## config.mk

```make
export PLATFORM = sky130hd
export DESIGN_NAME = i2s_xcvr
export DESIGN_NICKNAME = d
export VERILOG_FILES = /design/src/rtl/i2s_xcvr.sv
export SDC_FILE = /design/constraint.sdc
export NUM_CORES = 1
export LEC_CHECK = 0
export BUFFER_PORTS_ARGS = -buffer_cell sky130_fd_sc_hd__buf_2
export CORE_MARGIN = 8
export CORE_UTILIZATION = 51
export DETAILED_ROUTE_END_ITERATION = 10
export GPL_ROUTABILITY_DRIVEN = 1
export PLACE_DENSITY = 0.87
export SETUP_SLACK_MARGIN = 0.02
export SLEW_MARGIN = 20
export SYNTH_ARGS = -nofsm -noshare
export SYNTH_HDL_FRONTEND = slang
export SYNTH_SLANG_ARGS = --single-unit
```

## constraint.sdc

```tcl
create_clock -name clk24 -period 2.73 [get_ports clk24]
set_clock_uncertainty 0.15 [all_clocks]
set_input_delay 0.546 -clock clk24 [delete_from_list [all_inputs] [get_ports clk24]]
set_output_delay 0.546 -clock clk24 [all_outputs]
set_load 0.02 [all_outputs]
```

## src/rtl/i2s_xcvr.sv

```systemverilog
// I2S master transceiver: 16-bit stereo DAC out, optional 16-bit stereo ADC in.
// Define I2S_ADC_EN to build the receive path; otherwise ADC outputs are tied to 0.
module i2s_xcvr #(
  parameter int BCK_HALF = 4
) (
  input  logic        clk24,
  input  logic        reset_n,
  input  logic [15:0] pcm_l,
  input  logic [15:0] pcm_r,
  output logic        pcm_ld,
  output logic        mclk,
  output logic        bck,
  output logic        lrck,
  output logic        dacdat,
  input  logic        adcdat,
  output logic [15:0] adc_l,
  output logic [15:0] adc_r,
  output logic        adc_valid
);
  localparam int DW = (BCK_HALF > 1) ? $clog2(BCK_HALF) : 1;

  logic [DW-1:0] r_div;
  logic          r_mclk, r_bck, r_lrck, r_dacdat, r_pcm_ld;
  logic [5:0]    r_bit_cnt;
  logic [15:0]   r_sh_l, r_sh_r;

  logic          w_tick, w_fall, w_rise, w_dac;
  logic [5:0]    w_bit_nxt;
  logic [3:0]    w_idx;

  assign w_tick    = (r_div == DW'(BCK_HALF - 1));
  assign w_fall    = w_tick & r_bck;
  assign w_rise    = w_tick & ~r_bck;
  assign w_bit_nxt = r_bit_cnt + 6'd1;
  // Slots 1..16 and 33..48 share the low 5 bits, so one index serves both words.
  assign w_idx     = 4'(5'd16 - w_bit_nxt[4:0]);

  always_comb begin
    w_dac = 1'b0;
    if (w_bit_nxt >= 6'd1 && w_bit_nxt <= 6'd16)
      w_dac = r_sh_l[w_idx];
    else if (w_bit_nxt >= 6'd33 && w_bit_nxt <= 6'd48)
      w_dac = r_sh_r[w_idx];
  end

  always_ff @(posedge clk24) begin
    if (!reset_n) begin
      r_div     <= '0;
      r_mclk    <= 1'b0;
      r_bck     <= 1'b0;
      r_lrck    <= 1'b0;
      r_dacdat  <= 1'b0;
      r_pcm_ld  <= 1'b0;
      r_bit_cnt <= '0;
      r_sh_l    <= '0;
      r_sh_r    <= '0;
    end else begin
      r_mclk   <= ~r_mclk;
      r_pcm_ld <= 1'b0;
      r_div    <= w_tick ? '0 : r_div + 1'b1;
      if (w_tick) r_bck <= ~r_bck;
      if (w_fall) begin
        r_bit_cnt <= w_bit_nxt;
        r_lrck    <= w_bit_nxt[5];
        r_dacdat  <= w_dac;
        if (w_bit_nxt == 6'd0) begin
          r_sh_l   <= pcm_l;
          r_sh_r   <= pcm_r;
          r_pcm_ld <= 1'b1;
        end
      end
    end
  end

  assign mclk   = r_mclk;
  assign bck    = r_bck;
  assign lrck   = r_lrck;
  assign dacdat = r_dacdat;
  assign pcm_ld = r_pcm_ld;

`ifdef I2S_ADC_EN
  logic [15:0] r_rx_l, r_rx_r, r_adc_l, r_adc_r;
  logic        r_adc_valid;

  // Sample on the rise: the codec drives each bit on the preceding fall.
  always_ff @(posedge clk24) begin
    if (!reset_n) begin
      r_rx_l      <= '0;
      r_rx_r      <= '0;
      r_adc_l     <= '0;
      r_adc_r     <= '0;
      r_adc_valid <= 1'b0;
    end else begin
      r_adc_valid <= 1'b0;
      if (w_rise) begin
        if (r_bit_cnt >= 6'd1 && r_bit_cnt <= 6'd16)
          r_rx_l <= {r_rx_l[14:0], adcdat};
        if (r_bit_cnt >= 6'd33 && r_bit_cnt <= 6'd48)
          r_rx_r <= {r_rx_r[14:0], adcdat};
        if (r_bit_cnt == 6'd48) begin
          r_adc_l     <= r_rx_l;
          r_adc_r     <= {r_rx_r[14:0], adcdat};
          r_adc_valid <= 1'b1;
        end
      end
    end
  end

  assign adc_l     = r_adc_l;
  assign adc_r     = r_adc_r;
  assign adc_valid = r_adc_valid;
`else
  logic w_unused_adc;
  assign w_unused_adc = adcdat ^ w_rise;
  assign adc_l     = '0;
  assign adc_r     = '0;
  assign adc_valid = 1'b0;
`endif

endmodule

```

==> results of run 1 <==
-- power by group through the flow --
stage | clock network (W) | registers (W) | logic [W]
2_1_floorplan | 0 | 0.000668 | 0.0000994
3_3_place_gp | 0 | 0.000666 | 0.0000933
3_5_place_dp | 0 | 0.000666 | 0.0000944
4_1_cts | 0.000555 | 0.000651 | 0.0000948
5_1_grt | 0.000585 | 0.000652 | 0.000106
6_report | 0.000538 | 0.000650 | 0.0000961
-- routing by layer --
layer	track usage	up-vias
met5	0	-
met4	0.0566	0
met3	0.0478	6
met2	0.238	57
met1	0.150	818
li1	-	891
-- cell families after synthesis --
logic type      count (synthesis)  synth area share
simple gates                  105             0.198
mux                             8            0.0748
other cells                     1           0.00156
fa+ha+maj                       3            0.0156
compound gates                 45             0.152
buf+inv                        54             0.159
xor+xnor                        9            0.0327
flops                          44             0.366
-- cells in the mapped netlist, types with 2 or more instances --
cell type  count  share of area
nand2_1       76           0.12
dfxtp_1       44           0.37
buf_4         34           0.11
a21boi_1      30          0.094
and2_1         9          0.023
mux4_2         8          0.075
buf_2          6          0.012
buf_6          6          0.028
clkbuf_1       6         0.0093
xnor2_1        5          0.018
xor2_1         4          0.015
a21boi_0       3         0.0093
ha_1           3          0.016
nand3_1        3         0.0062
a211o_2        2         0.0083
inv_1          2         0.0031
nand2b_1       2         0.0052
nand4_1        2         0.0052
nor2_1         2         0.0031
nor2b_1        2         0.0052
-- stage by stage --
stage                     hold slack (ns)  power, W   util  std cells
after global routing                0.297   0.00134  0.568        360
final                               0.264   0.00128  0.568        360
after detailed placement            0.256  0.000760  0.540        352
after global placement              0.250  0.000759  0.540        352
after floorplan                     0.253  0.000767      -        301
after CTS                           0.269   0.00130  0.567        360
-- worst max-delay path by stage --
stage | endpoint | slack, ns | cells after the start
floorplan | dacdat$_SDFFE_PN0P_ | 0.22 | 10
global placement | dacdat$_SDFFE_PN0P_ | 0.28 | 8
detailed placement | dacdat$_SDFFE_PN0P_ | 0.23 | 8
CTS | dacdat$_SDFFE_PN0P_ | 0.17 | 8
global route | dacdat$_SDFFE_PN0P_ | 0.06 | 8
finish | dacdat$_SDFFE_PN0P_ | 0.14 | 8
-- state kept, by name (all words and copies together) (netlist names) --
register / flops
r_bit_cnt: 5
pcm_ld: 1
r_sh_l: 16
lrck: 1
bck: 1
r_sh_r: 16
r_div: 2
mclk: 1
dacdat: 1
-- cells in the final DEF, fill, tap and decap left out, types with 2 or more instances in the layout --
cell and count:
nand4_1 2, nand2b_1 2, ha_1 3, nor2b_1 2
xor2_1 4, inv_1 2, nor2_1 2, a21boi_0 3
buf_2 38, conb_1 33, nand3_1 3, nand2_1 76
buf_4 11, clkbuf_8 7, and2_1 9, xnor2_1 5
dfxtp_1 44, a211o_2 2, a21boi_1 30, mux4_2 8
-- cell type report --
| cell class | count | area, um2 | area share |
|---|---|---|---|
| Clock buffer | 7 | 96.3 | 0.0366 |
| Clock inverter | 1 | 30.0 | 0.0114 |
| Inverter | 2 | 7.51 | 0.00285 |
| Multi-Input combinational cell | 203 | 1280 | 0.485 |
| Sequential cell | 44 | 881 | 0.335 |
| Tap cell | 54 | 67.6 | 0.0257 |
| Timing Repair Buffer | 49 | 273 | 0.104 |
-- worst register-to-register path: stages (launching register included) --
cell      delay (ns)
dfxtp_1         0.38
inv_1           0.13
ha_1            0.42
and4bb_1        0.24
a211o_1         0.30
nor3b_2         0.19
a211o_2         0.29
a211oi_1        0.28
a311o_1         0.16
==> impl_metrics.json, run 1 <==
{
  "status": "finished, final reports clean",
  "r2r-start": "r_bit_cnt[0]$_SDFFE_PN0P_",
  "synthArstFlopShare": 0,
  "clkPwrFrac": 0.419,
  "antenna_found_initial": 0,
  "fin_ws_ns": 0.144,
  "min_period_ns": 2.59,
  "fillerInstances": 424,
  "fin_crit_sh": 0.947,
  "critPathLaunchType": "register",
  "grt_use_total": 0.138,
  "cts.clk_slew.worst_paths_ns": 0.08,
  "r2r_cells": 8,
  "vias_per_cell": 4.92,
  "wl_met1_um": 2090,
  "antenna_left": 0,
  "routedWlPerCell_um": 13.0,
  "cts_setup_buffers": 0,
  "die_h_um": 84.7,
  "swShare": 0.220,
  "setup_viol_count_final": 0,
  "intPower_w": 0.00100,
  "hold_path_depth": 1,
  "grt_pass1_vias": 1858,
  "dp_hpwl_um": 3490,
  "cts_tree": "built",
  "worstPathArrival_ns": 2.68,
  "r2r_end": "dacdat$_SDFFE_PN0P_",
  "ir_worst_vdd_v": 0.000400,
  "clock_latency_ns": 0.30,
  "root_buffer": "clkbuf_8",
  "slew_violations": 0,
  "crit_path_start": "r_bit_cnt[0]$_SDFFE_PN0P_",
  "critPathTopFamily": "compound AO/OA/AOI/OAI gates",
  "p_seq_frac": 0.506,
  "vias": 1772,
  "dieArea_um2": 7180,
  "avgSynthCellArea_um2": 8.95,
  "top_layer_used": "met4",
  "synth_warnings": 0,
  "pwr_density_cell_nw_per_um2": 488,
  "io_buffers": 38,
  "dpl_cell_area_um2": 2500,
  "cts_inserted_buffers": 5,
  "overflow": 0,
  "rows": 25,
  "maxCapViolCount": 0,
  "path_class": "reg -> reg",
  "worst_slew_pin_slew_ns": 0.615,
  "max_stage_delay_ns": 0.42,
  "critPathCaptureType": "register",
  "diodes": 0,
  "drive_above_1_share": 0.248,
  "die_w_um": 84.7,
  "switching_power_w": 0.000283,
  "ys_types": 40,
  "path_cells": "inv_1 -> ha_1 -> and4bb_1 -> a211o_1 -> nor3b_2 -> a211o_2 -> a211oi_1 -> a311o_1",
  "hp-class": "reg -> reg",
  "power_frac_comb": 0.075,
  "ctsHoldBuffers": 0,
  "finalNetCount": 343,
  "worstPathRequired_ns": 2.83,
  "max_clock_freq_ghz": 0.387,
  "min_from": "mclk$_SDFF_PN0_",
  "rsz0062_at_grt": "no",
  "synth_edf_count": 0,
  "grt_pass1_wl_um": 8180,
  "wl_met3_um": 330,
  "cts_resized": 0,
  "path_buf_inv": 1,
  "io_pins": 73,
  "drtPass1Iterations": 4,
  "place.gp.congestion": 0.809,
  "wl_um": 4680,
  "max-slew-margin-rel": 0.590,
  "synth_cells": 269,
  "clk_path_buf_depth": 2,
  "final_hold_viol_count": 0,
  "area_growth_pct": 9.25,
  "cpMaxStageDelayCell": "ha_1",
  "power.leakage_nw": 1.05,
  "reg2reg_slack_ns": 0.14,
  "htreeDepth": 2,
  "dp_slack_ns": 0.226,
  "start_util": 0.520,
  "core_um2": 4630,
  "synthFlopType": "dfxtp_1",
  "drc_errors": 0,
  "tns_ns": 0,
  "grt_max_degree": 46,
  "route.met2.wl_um": 2190,
  "ys_seq_area_frac": 0.366,
  "synth_area_um2": 2410,
  "yosys_register_bits": 44,
  "first_iter_violations": 105,
  "holdPathEnd": "mclk$_SDFF_PN0_",
  "cts.sinks": 44,
  "cp_max_fo": 6,
  "final_area_um2": 2630
}
Power figures use the tool's default switching activity.
==> run 2, diff against run 1 <==
- CORE_ASPECT_RATIO: default -> 0.8
==> impl_metrics.json, run 2 (synthesis results as in run 1) <==
{
  "dieArea_um2": 7190,
  "io_pins": 73,
  "core_um2": 4570,
  "fin_ws_ns": 0.294,
  "htreeDepth": 2,
  "worst_slew_pin_slew_ns": 0.603,
  "diodes": 0,
  "antenna_found_initial": 0,
  "grt_use_total": 0.133,
  "cts_tree": "built",
  "slew_violations": 0,
  "finalNetCount": 342,
  "hp-class": "reg -> reg",
  "grt_pass1_vias": 1740,
  "cts_resized": 0,
  "area_growth_pct": 7.32,
  "worstPathRequired_ns": 2.83,
  "cts.sinks": 44,
  "drive_above_1_share": 0.236,
  "final_common_cell": "nand2_1",
  "antenna_left": 0,
  "cts_setup_buffers": 0,
  "dp_hpwl_um": 3520,
  "path_class": "reg -> reg",
  "setup_viol_count_final": 0,
  "drc_errors": 0,
  "wl_um": 4710,
  "fin_crit_sh": 0.892,
  "cts.clk_slew.worst_paths_ns": 0.08,
  "pwr_density_cell_nw_per_um2": 446,
  "root_buffer": "clkbuf_8",
  "rows": 22,
  "cp_max_fo": 5,
  "cts_inserted_buffers": 5,
  "place.gp.congestion": 0.833,
  "clk_path_buf_depth": 2,
  "drtPass1Iterations": 6,
  "grt_pass1_wl_um": 7910,
  "min_period_ns": 2.44,
  "max-slew-margin-rel": 0.598,
  "final_hold_viol_count": 0,
  "power.leakage_nw": 1.02,
  "critPathLaunchType": "register",
  "die_w_um": 92.8,
  "grt_max_degree": 46,
  "clock_latency_ns": 0.30,
  "whs_ns": 0.269,
  "critPathCaptureType": "register",
  "vias": 1769,
  "vias_per_cell": 4.85,
  "rsz0062_at_grt": "no",
  "die_h_um": 77.5,
  "start_util": 0.527,
  "worstPathArrival_ns": 2.53,
  "max_clock_freq_ghz": 0.410,
  "ir_worst_vdd_v": 0.000434,
  "reg_top3": "r_sh_l: 16 flops, r_sh_r: 16 flops, r_bit_cnt: 5 flops",
  "tns_ns": 0,
  "first_iter_violations": 120,
  "overflow": 0,
  "layout_common_cells": "nand2_1, dfxtp_1, buf_2",
  "ctsHoldBuffers": 0,
  "status": "finished, final reports clean",
  "io_buffers": 38,
  "dp_slack_ns": 0.365,
  "maxCapViolCount": 0,
  "routedWlPerCell_um": 12.9
}
[run 2: cell count changes in the layout (fill, tap and decap cells not counted), sizes merged]
cell	delta
bufinv	-1
clkinv	+1
buf	-1
[run 2: path summary, 6_finish.rpt]
| path | start | cells past startpoint | to | slack (ns) |
|---|---|---|---|---|
| setup / recovery | r_bit_cnt[0]$_SDFFE_PN0P_ | 9 | dacdat$_SDFFE_PN0P_ | 0.29 |
| hold / removal | mclk$_SDFF_PN0_ | 1 | mclk$_SDFF_PN0_ | 0.27 |
| setup reg to reg | r_bit_cnt[0]$_SDFFE_PN0P_ | 9 | dacdat$_SDFFE_PN0P_ | 0.29 |
| hold reg to reg | mclk$_SDFF_PN0_ | 1 | mclk$_SDFF_PN0_ | 0.27 |
[run 2: where the power goes]
group	switching (W)	total, W	internal [W]
clock	0.000224	0.000406	0.000183
combinational	0.0000642	0.0000961	0.0000319
sequential	0.00000307	0.000650	0.000647
[run 2: area by class of cell]
type / instances / area (um2)
Sequential cell: 44 / 881
Fill cell: 437 / 1980
Inverter: 2 / 7.51
Multi-Input combinational cell: 203 / 1270
Tap cell: 60 / 75.1
Clock buffer: 7 / 76.3
Timing Repair Buffer: 48 / 265
Clock inverter: 1 / 8.76
[run 2: per-stage QoR]
stage | total power (W) | area (um2) | utilization | std cells
6_report | 0.00115 | 2580 | 0.566 | 365
3_3_place_gp | 0.000758 | 2500 | 0.547 | 357
5_1_grt | 0.00120 | 2580 | 0.566 | 365
4_1_cts | 0.00116 | 2580 | 0.566 | 365
2_1_floorplan | 0.000767 | 2530 | - | 301
3_5_place_dp | 0.000760 | 2500 | 0.547 | 357
[run 2: critical path, cell delays in order (launching register included)]
cell and delay [ns]:
dfxtp_1 0.34, inv_1 0.06, ha_1 0.33, buf_4 0.18
and3_2 0.19, a211o_1 0.25, nor3b_2 0.20, a211o_2 0.28
a211oi_1 0.25, a311o_1 0.15
[run 2: layer usage]
| layer | vias up | track usage | routed length (um) |
|---|---|---|---|
| li1 | 893 | - | - |
| met1 | 814 | 0.162 | 2150 |
| met2 | 54 | 0.209 | 2150 |
| met3 | 8 | 0.0481 | 356 |
| met4 | 0 | 0.0498 | 61 |
| met5 | - | 0 | 0 |
